$ cat src/rtl/gnn_input_loader.sv
// ============================================================================
// gnn_input_loader: assembles 40-word operand frames from a valid/ready
// stream and hands them to the GNN top through a double-buffered commit.
// Revision 1.0
// ============================================================================
`default_nettype none

module gnn_input_loader #(
    parameter int DW = 5,
    parameter int NF = 16,
    parameter int NW = 24
) (
    input  logic                 clk,
    input  logic                 rst_n,
    input  logic                 s_valid,
    input  logic signed [DW-1:0] s_data,
    input  logic                 s_last,
    output logic                 s_ready,
    input  logic                 done_i,
    output logic signed [DW-1:0] x0_node0, x1_node0, x2_node0, x3_node0,
    output logic signed [DW-1:0] x0_node1, x1_node1, x2_node1, x3_node1,
    output logic signed [DW-1:0] x0_node2, x1_node2, x2_node2, x3_node2,
    output logic signed [DW-1:0] x0_node3, x1_node3, x2_node3, x3_node3,
    output logic signed [DW-1:0] w04, w14, w24, w34,
    output logic signed [DW-1:0] w05, w15, w25, w35,
    output logic signed [DW-1:0] w06, w16, w26, w36,
    output logic signed [DW-1:0] w07, w17, w27, w37,
    output logic signed [DW-1:0] w48, w58, w68, w78,
    output logic signed [DW-1:0] w49, w59, w69, w79,
    output logic                 in_ready,
    output logic                 frame_err,
    output logic [7:0]           frame_cnt
);

    localparam int          NT   = NF + NW;
    localparam logic [5:0]  LAST = 6'(NT - 1);

    typedef enum logic [1:0] {IDLE = 2'd0, ARM = 2'd1, FIRE = 2'd2} state_t;

    state_t         state_q, state_d;
    logic [5:0]     wcnt_q, wcnt_d;
    logic           stage_full_q, stage_full_d;
    logic           frame_err_q, frame_err_d;
    logic           in_ready_q, in_ready_d;
    logic [7:0]     frame_cnt_q, frame_cnt_d;
    logic [DW-1:0]  stage_q [NT];
    logic [DW-1:0]  stage_d [NT];
    logic [DW-1:0]  op_q [NT];
    logic [DW-1:0]  op_d [NT];
    logic           accept;

    assign s_ready   = ~stage_full_q;
    assign accept    = s_valid & s_ready;
    assign in_ready  = in_ready_q;
    assign frame_err = frame_err_q;
    assign frame_cnt = frame_cnt_q;

    always_comb begin
        state_d      = state_q;
        wcnt_d       = wcnt_q;
        stage_full_d = stage_full_q;
        frame_err_d  = 1'b0;
        in_ready_d   = in_ready_q;
        frame_cnt_d  = frame_cnt_q;
        stage_d      = stage_q;
        op_d         = op_q;

        // A misplaced or missing s_last discards the whole partial frame.
        if (accept) begin
            stage_d[wcnt_q] = s_data;
            if (wcnt_q == LAST) begin
                wcnt_d = 6'd0;
                if (s_last) begin
                    stage_full_d = 1'b1;
                end else begin
                    frame_err_d = 1'b1;
                end
            end else if (s_last) begin
                wcnt_d      = 6'd0;
                frame_err_d = 1'b1;
            end else begin
                wcnt_d = wcnt_q + 6'd1;
            end
        end

        // stage_full_q=1 blocks accept, so the commit clear never races a set.
        case (state_q)
            IDLE: begin
                if (stage_full_q) begin
                    op_d         = stage_q;
                    stage_full_d = 1'b0;
                    state_d      = ARM;
                end
            end
            ARM: begin
                in_ready_d = 1'b1;
                state_d    = FIRE;
            end
            FIRE: begin
                if (done_i) begin
                    in_ready_d  = 1'b0;
                    frame_cnt_d = frame_cnt_q + 8'd1;
                    state_d     = IDLE;
                end
            end
            default: state_d = IDLE;
        endcase
    end

    always_ff @(posedge clk or negedge rst_n) begin
        if (!rst_n) begin
            state_q      <= IDLE;
            wcnt_q       <= 6'd0;
            stage_full_q <= 1'b0;
            frame_err_q  <= 1'b0;
            in_ready_q   <= 1'b0;
            frame_cnt_q  <= 8'd0;
            for (int i = 0; i < NT; i++) begin
                stage_q[i] <= '0;
                op_q[i]    <= '0;
            end
        end else begin
            state_q      <= state_d;
            wcnt_q       <= wcnt_d;
            stage_full_q <= stage_full_d;
            frame_err_q  <= frame_err_d;
            in_ready_q   <= in_ready_d;
            frame_cnt_q  <= frame_cnt_d;
            stage_q      <= stage_d;
            op_q         <= op_d;
        end
    end

    // Frame word order: node-major features, then weights in stream order.
    assign x0_node0 = op_q[0];   assign x1_node0 = op_q[1];
    assign x2_node0 = op_q[2];   assign x3_node0 = op_q[3];
    assign x0_node1 = op_q[4];   assign x1_node1 = op_q[5];
    assign x2_node1 = op_q[6];   assign x3_node1 = op_q[7];
    assign x0_node2 = op_q[8];   assign x1_node2 = op_q[9];
    assign x2_node2 = op_q[10];  assign x3_node2 = op_q[11];
    assign x0_node3 = op_q[12];  assign x1_node3 = op_q[13];
    assign x2_node3 = op_q[14];  assign x3_node3 = op_q[15];
    assign w04 = op_q[16];  assign w14 = op_q[17];  assign w24 = op_q[18];  assign w34 = op_q[19];
    assign w05 = op_q[20];  assign w15 = op_q[21];  assign w25 = op_q[22];  assign w35 = op_q[23];
    assign w06 = op_q[24];  assign w16 = op_q[25];  assign w26 = op_q[26];  assign w36 = op_q[27];
    assign w07 = op_q[28];  assign w17 = op_q[29];  assign w27 = op_q[30];  assign w37 = op_q[31];
    assign w48 = op_q[32];  assign w58 = op_q[33];  assign w68 = op_q[34];  assign w78 = op_q[35];
    assign w49 = op_q[36];  assign w59 = op_q[37];  assign w69 = op_q[38];  assign w79 = op_q[39];

endmodule

`default_nettype wire

$ cat config.mk
export PLATFORM = sky130hd
export DESIGN_NAME = gnn_input_loader
export DESIGN_NICKNAME = d
export VERILOG_FILES = /design/src/rtl/gnn_input_loader.sv
export SDC_FILE = /design/constraint.sdc
export NUM_CORES = 1
export LEC_CHECK = 0
export ABC_AREA = 1
export CAP_MARGIN = 40
export CORE_MARGIN = 4
export CORE_UTILIZATION = 68
export DETAILED_ROUTE_END_ITERATION = 16
export DONT_BUFFER_PORTS = 1
export PLACE_DENSITY = 0.84
export REMOVE_ABC_BUFFERS = 1
export SETUP_SLACK_MARGIN = 0.02
export SYNTH_ARGS = -nofsm -noshare
export SYNTH_HDL_FRONTEND = slang
export SYNTH_SLANG_ARGS = --single-unit
$ cat constraint.sdc
create_clock -name clk -period 2.9 [get_ports clk]
set_input_delay 0.58 -clock clk [delete_from_list [all_inputs] [get_ports clk]]
set_output_delay 0.58 -clock clk [all_outputs]
set_load 0.01 [all_outputs]
==> results.md, run 1 <==
- Worst-path fanout max: 14
- Reg clk slew, reported paths: approximately 60 ps
- GR Util All Layers: 0.2888
- Worst Skew: around 13 ps
- Sum of negative setup slack: 0 ps
- # resized after CTS: 0
- Met2 WL: around 18 mm
- Vias in the first global route: about 11k
- Nets@finish: roughly 1.7k
- I/O Pins: 221
- Endpoint class of the critical path: flop
- Worst skew pair latency: 520 ps
- DR vias/cell: between 5 and 6
- Initial Util: 0.6924
- WL/cell: between 15 and 20 µm
- CTS Buffer Depth: 3
- H-Tree Depth: 2
- Reg with most FFs: stage_q
- Placer Congestion: approximately 0.82
- Cell mode on critical path: nor2_4
- Worst path required time: around 3300 ps
- Detail Route met3 WL: around 3.2 mm
- Failing checks: negative hold slack
- Via count: approximately 11k
- Antenna violations before repair: 0
- Die Area: around 26000 µm²
- YS warnings: 0
- IO buf count: 0
- Pwr Total: ~14 mW
- Crit path arrival time: about 2400 ps
- Syn Inst Count: 1647
- Detail Route Antenna Nets: 0
- Initial DRC count: around 960
- Status: complete, but fails checks
- Worst r2r dst: stage_q[106]$_DFFE_PN0P_
- WS Path Type: reg -> reg
- Max Cap Violations: 0
- Post-route setup slack: around 890 ps
- Max VDD drop: roughly 0.00061 V
- Leak: about 9 nW
- Total congestion overflow: 0
- Area growth syn-to-layout: 10.00%
- DRT Pass-1 Iters: 5
- CP Capture Point: stage_q[106]$_DFFE_PN0P_
- Fmax: a little under 0.5 GHz
- CP peak stage delay: approximately 460 ps
- TritonCTS Sinks: around 420
- First-pass GRT wire length: approximately 60 mm
- FP Rows: between 50 and 60
- Distinct cell type count after synthesis: 25
- Post-Syn Area: approximately 16000 µm²
- CP cell instances: nor2_4, nand2_1, nor2_4, nand2_2, o21ai_0
- Final setup vio count: 0
- Final Hold Vio Count: between 400 and 500
- Slew Limit Headroom: 0.2894
- CORE AREA: between 20000 and 25000 µm²
- HPWL Detailed: about 21 mm
- Startpoint type of the worst setup path: flop
- Num CTS Buffers: ~40
- WL met1: about 15 mm
- Hold Worst Slack: -239.6 ps
- CTS tree: done
- PD cells: 829.7 nW/µm²
- Clock period minus worst slack: ~2000 ps
- Die Y: ~160 µm
- Seq cells post-synth: approximately 420
- Highest metal used: met4
- Worst-Margin Slew: about 1100 ps
- Worst Setup SP: stage_full_q$_DFF_PN0_
- Dpl ws: 828.3 ps
- Pins Over Slew Limit: 0
- CTS root buffer: clkbuf_16
- Max reg flops: 200
- HP Class: in -> async
- Critical path's slowest cell: dfrtp_1
- Tcrit/Tclk final: 0.6939
- Share of cells above drive strength 1: 0.07439
- Largest net degree at the start of global routing: 420
- FF-to-FF path depth: 5
- RSZ-0062 raised after global routing: false
- Post-Route WL: ~36 mm
- R2r startpoint: stage_full_q$_DFF_PN0_
- Antenna fix cells: 0
- Syn Area/Cell: ~9.5 µm²
- Register area share after synthesis: 0.6688
- Flop2flop setup slack: 890 ps
- Die Span X: between 150 and 200 µm
- # DRC: 0
[worst min-delay path by stage]
stage	from	to	slack, ps	cells after the start
2_1_floorplan	rst_n	frame_cnt[0]$_DFFE_PN0P_	280	0
4_1_cts	rst_n	w07[0]$_DFFE_PN0P_	-250	0
3_5_place_dp	rst_n	w07[0]$_DFFE_PN0P_	290	0
6_report	rst_n	stage_q[198]$_DFFE_PN0P_	-240	0
3_3_place_gp	rst_n	w07[2]$_DFFE_PN0P_	300	0
5_1_grt	rst_n	stage_q[57]$_DFFE_PN0P_	-260	0
[timing repair]
action,in CTS,in global routing
endpoints found under the setup margin,0,0
setup buffers,0,0
endpoints found under the hold margin,419,419
[worst max-delay path: cells and delay by family (launching register included)]
kind               cells  cell delay (ps)
AOI/OAI and AO/OA      1              320
DFF                    1              460
and+or+nand+nor        4             1110
[layer usage]
| metal | GRT usage | up-vias |
|---|---|---|
| met5 | 0 | - |
| met4 | 0.08565 | 0 |
| met3 | 0.08465 | 85 |
| met2 | 0.4706 | 427 |
| met1 | 0.3850 | 5509 |
| li1 | - | 5162 |
[area by class of cell]
class,instances,area [µm²]
Sequential cell,419,10490
Clock buffer,57,1156
Inverter,49,188.9
Clock inverter,14,153.9
Tap cell,285,356.6
Multi-Input combinational cell,1117,4758
Fill cell,1526,5396
Timing Repair Buffer,11,145.1
[power breakdown]
part	switching (mW)	internal [mW]	total, mW	leakage, nW
clock	2.13	3.05	5.18	0.645
combinational	0.988	0.485	1.47	2.71
sequential	0.926	6.73	7.66	5.65
[Yosys cell counts, drive strengths merged]
library cell	instances	share of area
nor3	2	0.0021
xor2	4	0.0022
nand2	835	0.20
clkinv	1	0.00024
ha	2	0.0016
xnor2	3	0.0017
dfrtp	419	0.67
a21oi	3	0.00096
nand3	11	0.0038
o21bai	1	0.00048
o21ai	219	0.070
buf	24	0.0072
nor2	28	0.011
nand4	9	0.0052
clkbuf	38	0.0092
inv	48	0.011
[cell families (layout without fill, tap and decap cells)]
kind of cell / Yosys count / in the layout / synth area share
AO/OA/AOI/OAI: 223 / 223 / 0.07135
XOR/XNOR: 7 / 7 / 0.003911
buffers and inverters: 111 / 131 / 0.02809
AND/OR/NAND/NOR: 885 / 885 / 0.2262
flip-flops: 419 / 419 / 0.6688
adder cells (fa/ha/maj): 2 / 2 / 0.001596
[cells in the final DEF, fill, tap and decap left out]
cell type     n
nand2_1     806
dfrtp_1     419
o21ai_0     202
inv_1        46
clkbuf_16    41
nand2_2      28
o21ai_1      17
nor2_1       15
nand3_1      10
clkbuf_1      9
clkinv_2      8
nor2_2        7
clkbuf_8      7
nor2_4        6
buf_4         6
nand4_1       5
buf_12        5
nand4_2       4
xor2_1        4
a21oi_1       3
xnor2_1       3
bufinv_16     3
nor3_4        2
inv_6         2
ha_1          2
clkinvlp_4    2
inv_2         1
nand2_4       1
clkinv_1      1
nand3_2       1
o21bai_1      1
[metrics by stage]
| stage | util | hold slack (ps) | std cells | area [µm²] |
|---|---|---|---|---|
| after CTS | 0.7616 | -250.0 | 1952 | 17240 |
| after detailed placement | 0.7038 | 293.2 | 1881 | 15930 |
| after global placement | 0.7038 | 295.5 | 1881 | 15930 |
| after global routing | 0.7616 | -256.9 | 1952 | 17240 |
| final | 0.7616 | -239.6 | 1952 | 17240 |
| after floorplan | - | 284.4 | 1585 | 15420 |
(Power assumes the default switching activity.)
==> run 2, diff against run 1 <==
--- a/config.mk
+++ b/config.mk
@@ -8,10 +8,10 @@
 export ABC_AREA = 1
 export CAP_MARGIN = 40
 export CORE_MARGIN = 4
-export CORE_UTILIZATION = 68
+export CORE_UTILIZATION = 57
 export DETAILED_ROUTE_END_ITERATION = 16
 export DONT_BUFFER_PORTS = 1
-export PLACE_DENSITY = 0.84
+export PLACE_DENSITY = 0.75
 export REMOVE_ABC_BUFFERS = 1
 export SETUP_SLACK_MARGIN = 0.02
 export SYNTH_ARGS = -nofsm -noshare
==> constraint.sdc (replaced) <==
create_clock -name clk -period 1.8 [get_ports clk]
set_input_delay 0.36 -clock clk [delete_from_list [all_inputs] [get_ports clk]]
set_output_delay 0.36 -clock clk [all_outputs]
set_load 0.01 [all_outputs]
==> results.md, run 2 (same netlist as run 1, synthesis figures left out) <==
- Largest net degree at the start of global routing: 420 (unchanged)
- DP Area: 16220 µm² (+1.8%)
- WP buf/inv: 1 (+1)
- Antenna fix cells: 0 (unchanged)
- Die Y: 173.8 µm (+8.8%)
- First-pass GRT wire length: 59.71 mm (-0.31%)
- Endpoint class of the critical path: flop
- CTS root buffer: clkbuf_16
- WS Path Type: reg -> reg
- Failing checks: negative hold slack
- Pwr Total: 23.10 mW (+61%)
- Num CTS Buffers: 42 (+2.4%)
- PD cells: 1313 nW/µm² (+58%)
- Fmax: 0.5832 GHz (+17%)
- Final setup vio count: 0 (unchanged)
- Worst path required time: 2190 ps (-1110 ps)
- Worst Skew: 12.07 ps (-0.5898 ps)
- Share of cells above drive strength 1: 0.08402 (+0.009639)
- Slew Limit Headroom: 0.4101 (+0.1207)
- I/O Pins: 221 (unchanged)
- Nets@finish: 1677 (+1.6%)
- Worst Setup SP: stage_full_q$_DFF_PN0_
- DRT Pass-1 Iters: 5 (unchanged)
- TritonCTS Sinks: 419 (unchanged)
- GR Util All Layers: 0.2428 (-0.04597)
- FP Rows: 60 (+9.1%)
- Reg with most FFs: stage_q
- Die Area: 30220 µm² (+18%)
- Final Hold Vio Count: 419 (unchanged)
- Postcts setup bufs: 0 (unchanged)
- CTS Buffer Depth: 3 (unchanged)
- Die Span X: 173.8 µm (+8.8%)
- Detail Route Antenna Nets: 0 (unchanged)
- Crit path arrival time: 2110 ps (-300 ps)
- Pins Over Slew Limit: 0 (unchanged)
- RSZ-0062 raised after global routing: true
- Status: complete, but fails checks
- Startpoint type of the worst setup path: flop
- Largest delay share family, worst path: simple AND/OR/NAND/NOR gates
- Placer Congestion: 0.8271 (+0.55%)
- Post-Route WL: 36.35 mm (-0.18%)
- CP cell instances: inv_2, nand3_2, nor2_4, nand3_1, nand2_1, o21ai_0
- Post-route setup slack: 85.37 ps (-802.3 ps)
- Max reg flops: 200 (unchanged)
- Worst r2r dst: stage_q[123]$_DFFE_PN0P_
- Antenna violations before repair: 0 (unchanged)
- Total congestion overflow: 0 (unchanged)
- IO buf count: 0 (unchanged)
- Hold Worst Slack: -472.7 ps (-233.1 ps)
- Critical path's slowest cell: dfrtp_1
- FF-to-FF path depth: 6 (+1)
- Via count: 10.85k (-3.0%)
- # DRC: 0 (unchanged)
- Initial DRC count: 891 (-7.4%)
- Initial Util: 0.5800 (-0.1124)
- Dpl ws: 19.58 ps (-808.7 ps)
- Commonest non-fill, non-tap cell in the layout: nand2_1
- Leak: 9.139 nW (+1.5%)
- Crit. path cell count: 6 (+1)
- Worst skew pair latency: 530 ps (about the same)
- H-Tree Depth: 2 (unchanged)
- HP Class: in -> async
- Area of the multi-input gates: 4766 µm² (+0.16%)
- Clock period minus worst slack: 1715 ps (-297.7 ps)
- Vias in the first global route: 10.97k (-3.3%)
- Flop2flop setup slack: 90 ps (-800 ps)
- Layout fillers: 2176 (+43%)
- CORE AREA: 27030 µm² (+19%)
- CP peak stage delay: 450 ps (about the same)
- DR vias/cell: 5.343 (-6.7%)
- Reg clk slew, reported paths: 60 ps (about the same)
- Max Cap Violations: 0 (unchanged)
- Worst-path fanout max: 10 (-4)
- WL/cell: 17.90 µm (-4.1%)
- R2r startpoint: stage_full_q$_DFF_PN0_
- CTS tree: done
- Most frequent cells in the layout: nand2_1 (806), dfrtp_1 (419), o21ai_0 (202), inv_1 (45), clkbuf_16 (43)
- HPWL Detailed: 22.10 mm (+4.1%)
- Max VDD drop: 0.0008292 V (+37%)
- Final instance area: 17600 µm² (+2.1%)
- Hold-fix buffer count after cts: 8
- Area growth syn-to-layout: 12.27%
- CP Capture Point: stage_q[123]$_DFFE_PN0P_
- Worst-Margin Slew: 884.9 ps (-181.0 ps)
- Tcrit/Tclk final: 0.9526 (+0.2587)
- Reg area: 10490 µm² (unchanged)
==> run 2: changes by cell type in the layout (fill, tap and decap cells not counted), sizes merged <==
cell	before	now
buf	11	28
clkinv	9	13
inv	49	48
clkinvlp	2	3
dlygate4sd3	0	8
clkbuf	57	51
==> run 2: stage by stage <==
step / cells / TNS (ps) / utilization
2_1_floorplan: 1585 / -951730 / -
3_3_place_gp: 1954 / 0 / 0.6001
3_5_place_dp: 1954 / 0 / 0.6001
4_1_cts: 2031 / 0 / 0.6510
5_1_grt: 2031 / -526.7 / 0.6512
6_report: 2031 / 0 / 0.6512
==> run 2: worst register-to-register path: stages (launching register included) <==
cell	delay, ps
dfrtp_1	450
inv_2	150
nand3_2	160
nor2_4	240
nand3_1	320
nand2_1	150
o21ai_0	100
==> run 2: worst min-delay path by stage <==
stage	start	cells after the start	endpoint	slack (ps)
after floorplan	rst_n	0	frame_cnt[0]$_DFFE_PN0P_	60
after global placement	rst_n	0	w68[2]$_DFFE_PN0P_	80
after detailed placement	rst_n	0	w68[4]$_DFFE_PN0P_	80
after CTS	rst_n	0	w68[4]$_DFFE_PN0P_	-480
after global routing	rst_n	0	stage_q[29]$_DFFE_PN0P_	-500
final	rst_n	0	stage_q[29]$_DFFE_PN0P_	-470
==> run 2: timing repair <==
item,4_1_cts,5_1_grt
setup endpoints to repair,2,33
endpoints found under the hold margin,436,419
pin swaps,0,0
resized for setup,1,1
==> run 2: per-layer routing <==
metal / GRT usage / wire [µm] / vias up
li1: - / - / 5203
met1: 0.3335 / 15630 / 5272
met2: 0.3853 / 17070 / 312
met3: 0.07263 / 2785 / 65
met4: 0.06269 / 866 / 0
met5: 0 / 0 / -
==> run 2: area by class of cell <==
| type | count | area share |
|---|---|---|
| flip-flops and latches | 419 | 0.5958 |
| multi-input cells | 1117 | 0.2708 |
| clock buffers | 51 | 0.06342 |
| repair buffers | 36 | 0.02502 |
| well taps | 341 | 0.02424 |
| inverters | 49 | 0.01074 |
| clock inverters | 18 | 0.01002 |
==> run 2: report_power, final <==
part / internal (mW) / leakage, nW / switching, mW
registers: 10.8 / 5.65 / 1.50
logic: 0.902 / 2.85 / 1.58
clock network: 4.82 / 0.636 / 3.45
